## config.mk

```make
export PLATFORM = sky130hd
export DESIGN_NAME = uart_tx_arbiter
export DESIGN_NICKNAME = d
export VERILOG_FILES = /design/src/rtl/uart_tx_arbiter.sv
export SDC_FILE = /design/constraint.sdc
export NUM_CORES = 1
export LEC_CHECK = 0
export ABC_CLOCK_PERIOD_IN_PS = 1200
export CAP_MARGIN = 20
export CELL_PAD_IN_SITES_DETAIL_PLACEMENT = 1
export CELL_PAD_IN_SITES_GLOBAL_PLACEMENT = 2
export CORE_MARGIN = 2
export CORE_UTILIZATION = 20
export DETAILED_ROUTE_END_ITERATION = 12
export PLACE_DENSITY = 0.72
export RECOVER_POWER = 50
export SLEW_MARGIN = 5
export SYNTH_ARGS = -nofsm -noshare
export SYNTH_HDL_FRONTEND = slang
export SYNTH_SLANG_ARGS = --single-unit
export TNS_END_PERCENT = 5
```

## constraint.sdc

```tcl
create_clock -name clk -period 1.2 [get_ports clk]
set_clock_uncertainty 0.05 [all_clocks]
set_input_delay 0.24 -clock clk [delete_from_list [all_inputs] [get_ports clk]]
set_output_delay 0.24 -clock clk [all_outputs]
set_load 0.01 [all_outputs]
```

## src/rtl/uart_tx_arbiter.sv

```systemverilog
// uart_tx_arbiter: shares one UART transmitter between two byte-stream requesters.
// A granted requester keeps the transmitter until it delivers a byte marked last.
// Build option UART_ARB_RR_EN: round-robin between simultaneous requesters.
// When it is undefined, requester 0 has fixed priority and there is no pointer flop.
//
// state        | meaning
// -------------+----------------------------------------------------------
// ST_IDLE      | transmitter free, grant = 00, pick a winner if any valid
// ST_GRANT     | owner may hand over a byte while the transmitter is idle
// ST_START     | one-cycle tx_start pulse for the captured byte
// ST_WAIT_ACK  | wait for the transmitter to drop tx_ready (byte taken)
// ST_WAIT_DONE | wait for tx_ready to return; release on the last byte
module uart_tx_arbiter (
    input  logic       clk,
    input  logic       reset,
    input  logic [1:0] req_valid,
    input  logic [7:0] req_data0,
    input  logic [7:0] req_data1,
    input  logic [1:0] req_last,
    output logic [1:0] req_ready,
    output logic [1:0] grant,
    output logic       tx_start,
    output logic [7:0] tx_data,
    input  logic       tx_ready,
    output logic       busy
);

    typedef enum logic [2:0] {
        ST_IDLE      = 3'd0,
        ST_GRANT     = 3'd1,
        ST_START     = 3'd2,
        ST_WAIT_ACK  = 3'd3,
        ST_WAIT_DONE = 3'd4
    } state_t;

    state_t     state_q, state_d;
    logic [1:0] grant_q, grant_d;
    logic [7:0] tx_data_q, tx_data_d;
    logic       last_q, last_d;

    logic [1:0] winner;
    logic       accept;
    logic       release_grant;
    logic [7:0] sel_data;
    logic       sel_last;

    assign sel_data      = grant_q[1] ? req_data1 : req_data0;
    assign sel_last      = |(req_last & grant_q);
    assign accept        = (state_q == ST_GRANT) && (|(req_valid & req_ready));
    assign release_grant = (state_q == ST_WAIT_DONE) && tx_ready && last_q;

`ifdef UART_ARB_RR_EN
    // ptr_q = 1 favours requester 1 when both are valid
    logic ptr_q, ptr_d;

    // Pick the winner, letting the pointer break ties
    always_comb begin
        winner = 2'b00;
        case (req_valid)
            2'b01:   winner = 2'b01;
            2'b10:   winner = 2'b10;
            2'b11:   winner = ptr_q ? 2'b10 : 2'b01;
            default: winner = 2'b00;
        endcase
    end

    // On release, favour the requester that was not just served
    always_comb begin
        ptr_d = ptr_q;
        if (release_grant) begin
            ptr_d = grant_q[0];
        end
    end

    // Pointer register
    always_ff @(posedge clk or posedge reset) begin
        if (reset) begin
            ptr_q <= 1'b0;
        end else begin
            ptr_q <= ptr_d;
        end
    end
`else
    // Fixed priority: requester 0 wins any tie
    always_comb begin
        winner = 2'b00;
        if (req_valid[0]) begin
            winner = 2'b01;
        end else if (req_valid[1]) begin
            winner = 2'b10;
        end
    end
`endif

    // State and datapath registers
    always_ff @(posedge clk or posedge reset) begin
        if (reset) begin
            state_q   <= ST_IDLE;
            grant_q   <= 2'b00;
            tx_data_q <= 8'h00;
            last_q    <= 1'b0;
        end else begin
            state_q   <= state_d;
            grant_q   <= grant_d;
            tx_data_q <= tx_data_d;
            last_q    <= last_d;
        end
    end

    // Next-state, grant and byte capture
    always_comb begin
        state_d   = state_q;
        grant_d   = grant_q;
        tx_data_d = tx_data_q;
        last_d    = last_q;
        case (state_q)
            ST_IDLE: begin
                grant_d = winner;
                if (|req_valid) begin
                    state_d = ST_GRANT;
                end
            end
            ST_GRANT: begin
                if (accept) begin
                    tx_data_d = sel_data;
                    last_d    = sel_last;
                    state_d   = ST_START;
                end
            end
            ST_START: begin
                state_d = ST_WAIT_ACK;
            end
            ST_WAIT_ACK: begin
                if (!tx_ready) begin
                    state_d = ST_WAIT_DONE;
                end
            end
            ST_WAIT_DONE: begin
                if (tx_ready) begin
                    if (last_q) begin
                        grant_d = 2'b00;
                        state_d = ST_IDLE;
                    end else begin
                        state_d = ST_GRANT;
                    end
                end
            end
            default: begin
                grant_d = 2'b00;
                state_d = ST_IDLE;
            end
        endcase
    end

    // Outputs decoded from the current state
    always_comb begin
        req_ready = 2'b00;
        if (state_q == ST_GRANT) begin
            req_ready = grant_q & {2{tx_ready}};
        end
        tx_start = (state_q == ST_START);
        busy     = (state_q != ST_IDLE);
        grant    = grant_q;
        tx_data  = tx_data_q;
    end

endmodule

```

* Word level (Yosys, flattened, before mapping) *
Index checks and enable logic that the tools add are counted.

storage, ports and cells
  register bits = 14
  output and inout bits = 14
  input port bits = 23
  word-level logic and storage cells = 40

cells by class
  bitwise operators = 4
  reductions and logical operators = 10
  equality and inequality tests = 9
  muxes and demuxes = 13

operators with widths
  cell                  number
  $pmux W3 S5           1
  $mux W3               4
  $mux W2               5
  $ne A2 B2 Y1 const B  5
  $mux W8               1
  $and A2 B2 Y2         3
  $eq A3 B2 Y1 const B  2
  $pmux W2 S3           1
  $reduce_or A2 Y1      3
  $reduce_and A4 Y1     1
  $eq A3 B1 Y1 const B  1
  $eq A3 B3 Y1 const B  1
  $logic_not A3 Y1      1
  $reduce_and A3 Y1     1
  $reduce_bool A3 Y1    1
  $reduce_or A3 Y1      1
  $reduce_and A2 Y1     1
  $logic_and A1 B1 Y1   1
  $mux W1               1
  $not A1 Y1            1

* Logic depth before layout (Yosys ltp) *
Gate-level depths: netlist (run 1).

  depth in word-level cells = 7
  depth in mapped cells = 5
  gate-level depth less buffers = 3

* Worst setup path after synthesis (run 1) *
No wires, ideal clock.

  path kind = register to output
  start = register state_q[1]
  end = output req_ready[0]
  stages on the path, launching flop included = 5
  buffers on the path = 2
  data required time = 0.910 ns
  setup slack = -0.199 ns
  arrival time = 1.109 ns
  cells stage by stage = dfrtp_1 buf_6 and4bb_2 buf_2 and2_1

between the ends
  longest elaborated chain between the ends = 2

RTL lines
  element                 RTL line  RTL
  from (decl)             36        state_t state_q, state_d;
  from (signal assigned)  103       state_q <= state_d;
  $eq A3 B1 Y1            158       if (state_q == ST_GRANT) begin
  $mux W2                 158
  to (decl)               20        output logic [1:0] req_ready,

No other way between the ends.

* Final worst setup path (run 1) *
  start = register state_q[2]
  end = output req_ready[1]

The elaborated chain is that of the path after synthesis.

==> flow_metrics.py, run 1 <==
metrics = {
    "status": {
        "outcome": "finished with violations",
        "violations": "setup timing",
    },
    "sta": {
        "period_minus_slack_ns": 1.56,
        "post-route-period-util": 1.30,
        "holdWs_ns": 0.390,
        "tightest_slew_ns": 0.362,
        "setup_viol": 18,
        "clock.fmax_ghz": 0.641,
        "rsz0062_at_grt": "yes",
        "hold_viol": 0,
        "max_slew_margin": 0.759,
        "fin_ws_ns": -0.360,
        "tns_ns": -3.70,
        "slew_violations": 0,
    },
    "pwr": {
        "leakagePower_uw": 0.000593,
        "power.density_nw_per_um2": 2230,
        "peakVddDrop_mv": 0.620,
        "p_sw_uw": 1160,
        "power_frac_comb": 0.595,
        "seqPwrFrac": 0.261,
        "p_sw_frac": 0.367,
        "intPower_uw": 2000,
        "clkPwrFrac": 0.144,
    },
    "final_layout": {
        "layout_commonest_cell": "clkdlybuf4s50_1",
        "area_growth_pct": 80.4,
        "instances_no_fill": 178,
        "fin_nets": 154,
        "drive_above_1_share": 0.315,
        "fin_util": 0.381,
        "layout_common_cells": "clkdlybuf4s50_1 (20), dfrtp_1 (14), buf_4 (14), mux2i_1 (10), buf_6 (10)",
        "antennaDiodeCount": 0,
    },
    "clock_tree": {
        "clk_pin_slew_ns": 0.06,
        "cts_tree": "done",
        "clock_latency_ns": 0.24,
        "root_buffer": "clkbuf_8",
        "clock-sinks": 14,
        "cts_made_buffers": 3,
        "ctsHoldBuffers": 0,
        "htree_levels": 1,
        "cts_buffer_depth": 2,
    },
    "placed_design": {
        "dp_slack_ns": -0.762,
        "hpwlAfterDp_mm": 1.79,
        "dp_cells": 169,
        "port_buffers": 36,
        "gp_congestion": 0.819,
    },
    "worst_setup_path": {
        "path_max_fanout": 2,
        "cp-end-kind": "output pin",
        "crit_required_ns": 0.91,
        "critPathKind": "flop to output pin",
        "cp.arrival_ns": 1.27,
        "startpoint_type": "flop",
    },
    "yosys": {
        "ys.flop_type": "dfrtp_1",
        "synth-edff-count": 0,
        "seq_area_frac_synth": 0.446,
        "ys_async_sr_fraction": 1.00,
        "syn_avg_cell_area_um2": 10.2,
        "ys_ff_latch": 14,
        "syn-num-nets": 100,
        "ys_warn_count": 0,
        "syn_inst": 77,
        "syn_area_um2": 786,
        "yosysUniqueCellTypes": 28,
    },
    "floorplan": {
        "die_x_um": 66.7,
        "die_area_um2": 4450,
        "num_rows": 22,
        "ios": 37,
        "start_util": 0.211,
        "core_um2": 3720,
        "die-height_um": 66.7,
    },
    "global_route": {
        "grt_pass1_vias": 835,
        "grt_pass1_wl_mm": 4.01,
        "grt_usage": 0.121,
        "antenna_found_initial": 0,
        "grt-ovfl-total": 0,
        "grt_max_degree": 20,
    },
    "route": {
        "wire_per_inst_um": 13.8,
        "vias": 782,
        "ant_nets": 0,
        "first_pass_iters": 2,
        "drt_iter0_drc": 35,
        "drc": 0,
        "routed_wirelength_mm": 2.46,
        "viasPerCell": 4.39,
    },
    "hold_path": {
        "hold_class": "primary input to flop",
    },
    "job": {
        "cap_viol_max_count": 0,
    },
}
-- cells by family after synthesis --
logic type      Yosys count  synth area share
compound gates           26             0.196
simple gates             17             0.148
flops                    14             0.446
mux                      10             0.127
buf+inv                   9            0.0716
xor+xnor                  1            0.0111
-- routing by layer --
| metal | GRT usage | wire, µm |
|---|---|---|
| met1 | 0.151 | 1130 |
| met2 | 0.206 | 1190 |
| met3 | 0.0321 | 138 |
| met4 | 0.0306 | 12 |
| met5 | 0 | 0 |
-- critical path, cell delays in order (launching register included) --
cell      delay [ns]
dfrtp_1         0.39
and4bb_2        0.31
buf_6           0.10
and2_4          0.13
buf_6           0.09
-- metrics by stage --
step | instance area [µm²] | power (µW)
2_1_floorplan | 801 | 1770
3_3_place_gp | 1280 | 2490
3_5_place_dp | 1280 | 2550
4_1_cts | 1390 | 3100
5_1_grt | 1420 | 3400
6_report | 1420 | 3150
-- flip-flops by register name, summed over array words and instances, names as in the netlist --
| name | flops |
|---|---|
| tx_data | 8 |
| state_q | 3 |
| grant | 2 |
| last_q | 1 |
-- synthesized netlist by cell type, types with 2 or more instances --
master | number | share of area
a21oi_1 | 11 | 0.070
a31oi_1 | 9 | 0.072
and2_1 | 2 | 0.016
buf_2 | 3 | 0.019
buf_4 | 3 | 0.029
dfrtp_1 | 14 | 0.45
mux2i_1 | 10 | 0.13
nand4_1 | 2 | 0.016
nor2b_1 | 2 | 0.016
nor3_1 | 2 | 0.013
o21ai_0 | 2 | 0.013
-- power by group through the flow --
stage / sequential [µW] / clock [µW] / combinational, µW
finish: 823 / 454 / 1880
global route: 858 / 501 / 2040
CTS: 820 / 473 / 1810
detailed placement: 853 / 0 / 1700
global placement: 844 / 0 / 1650
floorplan: 903 / 0 / 868
-- path summary, 6_finish.rpt --
kind,endpoint,cells after the start,slack [ns],startpoint
hold / removal,state_q[2],3,0.39,tx_ready
min in group asynchronous,tx_data[5],3,0.45,reset
setup reg to reg,state_q[0],4,-0.31,grant[1]
hold reg to reg,tx_data[5],2,0.50,tx_data[5]
max in group asynchronous,tx_data[0],3,0.39,reset
setup / recovery,req_ready[1],4,-0.36,state_q[2]
-- timing repair --
action                                  4_1_cts  5_1_grt
endpoints found under the hold margin         0        0
resized for setup                            48       10
setup buffers                                 5        0
endpoints found under the setup margin       28       22
pin swaps                                     6        0
-- layout make-up --
cell class                 instances  area [µm²]
timing repair buffer              57         532
inverter                           1        3.75
multi-input combinational         54         417
fill                             431        2300
clock buffer                       4        55.1
tap                               48        60.1
sequential                        14         350
Power figures use the tool's default switching activity.
==> inputs of run 2 (changes only) <==
REMOVE_ABC_BUFFERS = 1   (was unset)
SETUP_SLACK_MARGIN = 0.4   (was unset)
==> run 2 against run 1 <==
Compared with the run above: the flow still finishes with violations (setup timing); global-route usage down 0.64 points; worst setup slack is essentially flat; total power fell by 7.0%; clock-buffer cell count decreased by 1; largest power group unchanged; clock power decreased by 16%; flip-flop and latch count did not move; sequential power grew 0.5%; combinational power down 8%; via count increased by 1.3%.
==> flow_metrics.py, run 2 (synthesized netlist as in run 1, its figures left out) <==
metrics = {
    "status": {
        "outcome": "finished with violations",
        "violations": "setup timing",
    },
    "final_layout": {
        "area_growth_pct": 70.5,
        "drive_above_1_share": 0.341,
        "regArea_um2": 350,
        "num-fill-cells": 437,
        "layout_commonest_cell": "clkdlybuf4s50_1",
        "antennaDiodeCount": 0,
        "fin_util": 0.361,
        "fin_nets": 151,
        "multiInputGateArea_um2": 413,
        "largest_reg_flops": 8,
        "layout_common_cells": "clkdlybuf4s50_1 (20), dfrtp_1 (14), buf_2 (11), buf_4 (11), mux2i_1 (10)",
    },
    "route": {
        "ant_nets": 0,
        "drc": 0,
        "viasPerCell": 4.55,
        "wire_per_inst_um": 14.0,
        "drt_iter0_drc": 11,
        "vias": 792,
        "routed_wirelength_mm": 2.44,
        "first_pass_iters": 4,
    },
    "clock_tree": {
        "cts_made_buffers": 3,
        "ctsHoldBuffers": 0,
        "cts_buffer_depth": 2,
        "htree_levels": 1,
        "clk_pin_slew_ns": 0.06,
        "root_buffer": "clkbuf_8",
        "clock_latency_ns": 0.24,
        "clock-sinks": 14,
        "cts_tree": "done",
    },
    "global_route": {
        "grt_usage": 0.115,
        "grt_max_degree": 20,
        "grt_pass1_vias": 817,
        "grt_pass1_wl_mm": 3.79,
        "grt-ovfl-total": 0,
        "antenna_found_initial": 0,
    },
    "sta": {
        "tns_ns": -2.97,
        "period_minus_slack_ns": 1.56,
        "max_slew_margin": 0.754,
        "fin_ws_ns": -0.360,
        "hold_viol": 0,
        "post-route-period-util": 1.30,
        "tightest_slew_ns": 0.369,
        "slew_violations": 0,
        "rsz0062_at_grt": "yes",
        "clock.fmax_ghz": 0.641,
        "setup_viol": 17,
    },
    "pwr": {
        "power_frac_comb": 0.588,
        "leakagePower_uw": 0.000562,
        "clkPwrFrac": 0.130,
        "intPower_uw": 1820,
        "p_sw_uw": 1120,
        "peakVddDrop_mv": 0.664,
        "p_sw_frac": 0.381,
        "seqPwrFrac": 0.282,
        "power.density_nw_per_um2": 2190,
    },
    "placed_design": {
        "hpwlAfterDp_mm": 1.74,
        "port_buffers": 36,
        "gp_congestion": 0.796,
    },
    "worst_setup_path": {
        "r2r-start": "grant[1]",
        "path_max_fanout": 2,
        "startpoint_type": "flop",
        "cp-end-kind": "output pin",
        "path_cells": "and4bb_2, buf_6, and2_4, buf_6",
        "critPathKind": "flop to output pin",
        "crit_top_cell": "buf_6",
        "startpoint": "state_q[2]",
        "critical-path-max-stage-delay_ns": 0.38,
        "cp.arrival_ns": 1.27,
        "critPathSlowestCell": "dfrtp_1",
        "crit_required_ns": 0.91,
    },
    "hold_path": {
        "min-delay-start": "tx_ready",
        "hold_class": "primary input to flop",
    },
    "floorplan": {
        "die_area_um2": 4450,
        "core_um2": 3720,
        "die_x_um": 66.7,
        "start_util": 0.211,
        "ios": 37,
        "num_rows": 22,
        "die-height_um": 66.7,
    },
    "job": {
        "cap_viol_max_count": 0,
    },
}
==> run 2: cell count changes in the layout (fill, tap and decap cells not counted), moves of 2 or more <==
| cell | before | now |
|---|---|---|
| buf_2 | 2 | 11 |
| buf_4 | 14 | 11 |
| buf_6 | 10 | 8 |
| clkdlybuf4s15_1 | 8 | 0 |
==> run 2: final timing paths <==
check | endpoint | slack, ns | cells past startpoint
worst max-delay path | req_ready[1] | -0.36 | 4
worst min-delay path | state_q[2] | 0.36 | 3
worst max register to register | state_q[0] | -0.27 | 4
worst min register to register | tx_data[4] | 0.50 | 2
max in group asynchronous | tx_data[7] | 0.38 | 3
min in group asynchronous | state_q[1] | 0.44 | 3
==> run 2: power by group through the flow <==
stage / clock network (µW) / registers, µW / logic (µW)
2_1_floorplan: 0 / 987 / 610
3_3_place_gp: 0 / 841 / 1610
3_5_place_dp: 0 / 846 / 1660
4_1_cts: 390 / 829 / 1700
5_1_grt: 415 / 858 / 1880
6_report: 382 / 827 / 1730
==> run 2: cell type report <==
class,count,share of cell area
Sequential cell,14,0.261
Clock buffer,3,0.0308
Timing Repair Buffer,54,0.352
Multi-Input combinational cell,54,0.308
Tap cell,48,0.0448
Inverter,1,0.00280
==> run 2: stage by stage <==
stage	instance area, µm²	cells	hold WS, ns	worst slack, ns	power (µW)
floorplan	733	69	0.0792	-0.532	1600
global placement	1270	168	0.483	-0.750	2450
detailed placement	1270	168	0.495	-0.746	2500
CTS	1330	174	0.262	-0.365	2920
global route	1340	174	0.392	-0.410	3160
finish	1340	174	0.358	-0.360	2940
==> run 2: layer usage <==
metal | vias to the layer above | GRT usage | share of wire | routed length (µm)
met5 | - | 0 | 0 | 0
met4 | 0 | 0.0306 | 0.0057 | 14
met3 | 2 | 0.0389 | 0.071 | 174
met2 | 27 | 0.195 | 0.49 | 1200
met1 | 377 | 0.137 | 0.43 | 1060
li1 | 386 | - | - | -
==> run 2: timing repair <==
item                                    4_1_cts  5_1_grt
endpoints found under the setup margin       28       28
resized for setup                            70        4
buffers inserted                              3        0
pin swaps                                     8        1
==> run 2: critical path, delay by kind of cell, from the launching register on <==
kind	cells	cell delay [ns]
buffers and inverters	2	0.20
DFF	1	0.38
and+or+nand+nor	2	0.44
==> inputs of run 3 (changes only) <==
SETUP_SLACK_MARGIN = unset   (was 0.4)
==> run 3 against run 2 <==
Compared with the run above: the flow still finishes with violations (setup timing); sequential share of layout area shrank 0.24 points; utilization increased by 0.34 points; register-to-register slack better by 0.02 ns; hold slack better by 0.0017 ns; first-iteration DRC count rose by 18%; worst setup slack gained 0.0012 ns; cell area grew 0.93%; routed wire length decreased by 3.5%; clock-buffer cell count unchanged; largest power group unchanged; sequential power about the same.
==> flow_metrics.py, run 3 (synthesized netlist as in run 1, its figures left out) <==
metrics = {
    "clock_tree": {
        "cts_made_buffers": 3,
        "clock-sinks": 14,
        "cts_buffer_depth": 2,
        "clock_latency_ns": 0.24,
        "htree_levels": 1,
        "cts_tree": "done",
        "root_buffer": "clkbuf_8",
        "clk_pin_slew_ns": 0.06,
        "ctsHoldBuffers": 0,
    },
    "sta": {
        "setup_viol": 17,
        "hold_viol": 0,
        "fin_ws_ns": -0.359,
        "tns_ns": -2.94,
        "slew_violations": 0,
        "period_minus_slack_ns": 1.56,
        "post-route-period-util": 1.30,
        "tightest_slew_ns": 0.363,
        "max_slew_margin": 0.758,
        "rsz0062_at_grt": "yes",
        "clock.fmax_ghz": 0.641,
    },
    "final_layout": {
        "num-fill-cells": 434,
        "fin_nets": 151,
        "fin_util": 0.364,
        "regArea_um2": 350,
        "multiInputGateArea_um2": 404,
        "drive_above_1_share": 0.270,
        "area_growth_pct": 72.1,
        "layout_common_cells": "clkdlybuf4s50_1 (20), dfrtp_1 (14), buf_4 (12), mux2i_1 (10)",
        "antennaDiodeCount": 0,
        "largest_reg_flops": 8,
        "layout_commonest_cell": "clkdlybuf4s50_1",
    },
    "route": {
        "wire_per_inst_um": 13.5,
        "first_pass_iters": 4,
        "drt_iter0_drc": 13,
        "drc": 0,
        "vias": 786,
        "routed_wirelength_mm": 2.36,
        "viasPerCell": 4.52,
        "ant_nets": 0,
    },
    "floorplan": {
        "core_um2": 3720,
        "die-height_um": 66.7,
        "start_util": 0.211,
        "die_area_um2": 4450,
        "ios": 37,
        "die_x_um": 66.7,
        "num_rows": 22,
    },
    "worst_setup_path": {
        "r2r_setup_slack_ns": -0.25,
        "reg2reg_depth": 4,
        "critPathSlowestCell": "dfrtp_1",
        "setup.worst_path.end": "req_ready[1]",
        "path_max_fanout": 2,
        "crit_top_cell": "buf_6",
        "critPathKind": "flop to output pin",
        "r2r-start": "grant[1]",
        "startpoint": "state_q[2]",
        "cp-end-kind": "output pin",
        "cp.arrival_ns": 1.27,
        "critical-path-max-stage-delay_ns": 0.38,
        "path_cells": "and4bb_2, buf_6, and2_4, buf_6",
        "startpoint_type": "flop",
        "crit_required_ns": 0.91,
        "r2r-end": "state_q[0]",
    },
    "placed_design": {
        "port_buffers": 36,
        "hpwlAfterDp_mm": 1.74,
        "gp_congestion": 0.796,
    },
    "global_route": {
        "grtUsageMet1": 0.139,
        "grt_usage": 0.114,
        "antenna_found_initial": 0,
        "grt-ovfl-total": 0,
        "grt_util_met3": 0.0405,
        "grt_max_degree": 20,
        "grtUsageMet2": 0.190,
        "grt_busiest_layer": "met2",
        "grt_pass1_vias": 806,
        "grt_pass1_wl_mm": 3.75,
    },
    "status": {
        "violations": "setup timing",
        "outcome": "finished with violations",
    },
    "pwr": {
        "p_total_uw": 2920,
        "power.density_nw_per_um2": 2160,
        "peakVddDrop_mv": 0.633,
        "leakagePower_uw": 0.000558,
    },
    "hold_path": {
        "hold_class": "primary input to flop",
        "hold_depth": 3,
    },
    "job": {
        "cap_viol_max_count": 0,
    },
}
-- run 3: cell types whose count changed in the layout (fill, tap and decap cells not counted) --
cell and change:
a22o_1 +1, buf_12 -1, clkdlybuf4s15_1 +8, clkbuf_2 +1, buf_6 -1, a22o_4 -1, buf_2 -8, buf_4 +1
-- run 3: critical path: cells and delay by family, from the launching register on --
family,cells,cell delay [ns]
and+or+nand+nor,2,0.44
DFF,1,0.38
buffers and inverters,2,0.20
-- run 3: metrics by stage --
stage / hold WS [ns] / instance area (µm²) / setup slack, ns / instances
after detailed placement: 0.495 / 1270 / -0.746 / 168
after global routing: 0.394 / 1350 / -0.398 / 174
after global placement: 0.483 / 1270 / -0.750 / 168
after CTS: 0.262 / 1360 / -0.365 / 174
final: 0.360 / 1350 / -0.359 / 174
after floorplan: 0.0792 / 733 / -0.532 / 69
-- run 3: how the worst min path moves through the flow --
stage	start	to	slack (ns)
6_report	tx_ready	state_q[2]	0.36
5_1_grt	tx_ready	state_q[2]	0.39
4_1_cts	reset	state_q[0]	0.26
3_5_place_dp	tx_data[4]	tx_data[4]	0.49
3_3_place_gp	tx_data[7]	tx_data[7]	0.48
2_1_floorplan	reset	grant[0]	0.08
-- run 3: area by class of cell --
class,instances,share of cell area
flip-flops and latches,14,0.259
inverters,1,0.00278
clock buffers,3,0.0305
repair buffers,54,0.364
well taps,48,0.0444
multi-input cells,54,0.299
-- run 3: what timing repair did --
action | 4_1_cts | 5_1_grt
setup endpoints to repair | 28 | 24
gates resized for setup | 46 | 6
pin swaps | 8 | 1
endpoints found under the hold margin | 0 | 0
buffers inserted | 3 | 0
-- run 3: report_power, final --
group / internal (µW) / total (µW) / switching [µW]
Sequential: 695 / 824 / 129
Clock: 222 / 378 / 157
Combinational: 901 / 1710 / 812
-- run 3: metal layers --
layer,wire length (µm),up-vias,share of wire
met3,171,2,0.073
met5,0,-,0
met1,1040,374,0.44
met4,14,0,0.0059
met2,1130,24,0.48
li1,-,386,-
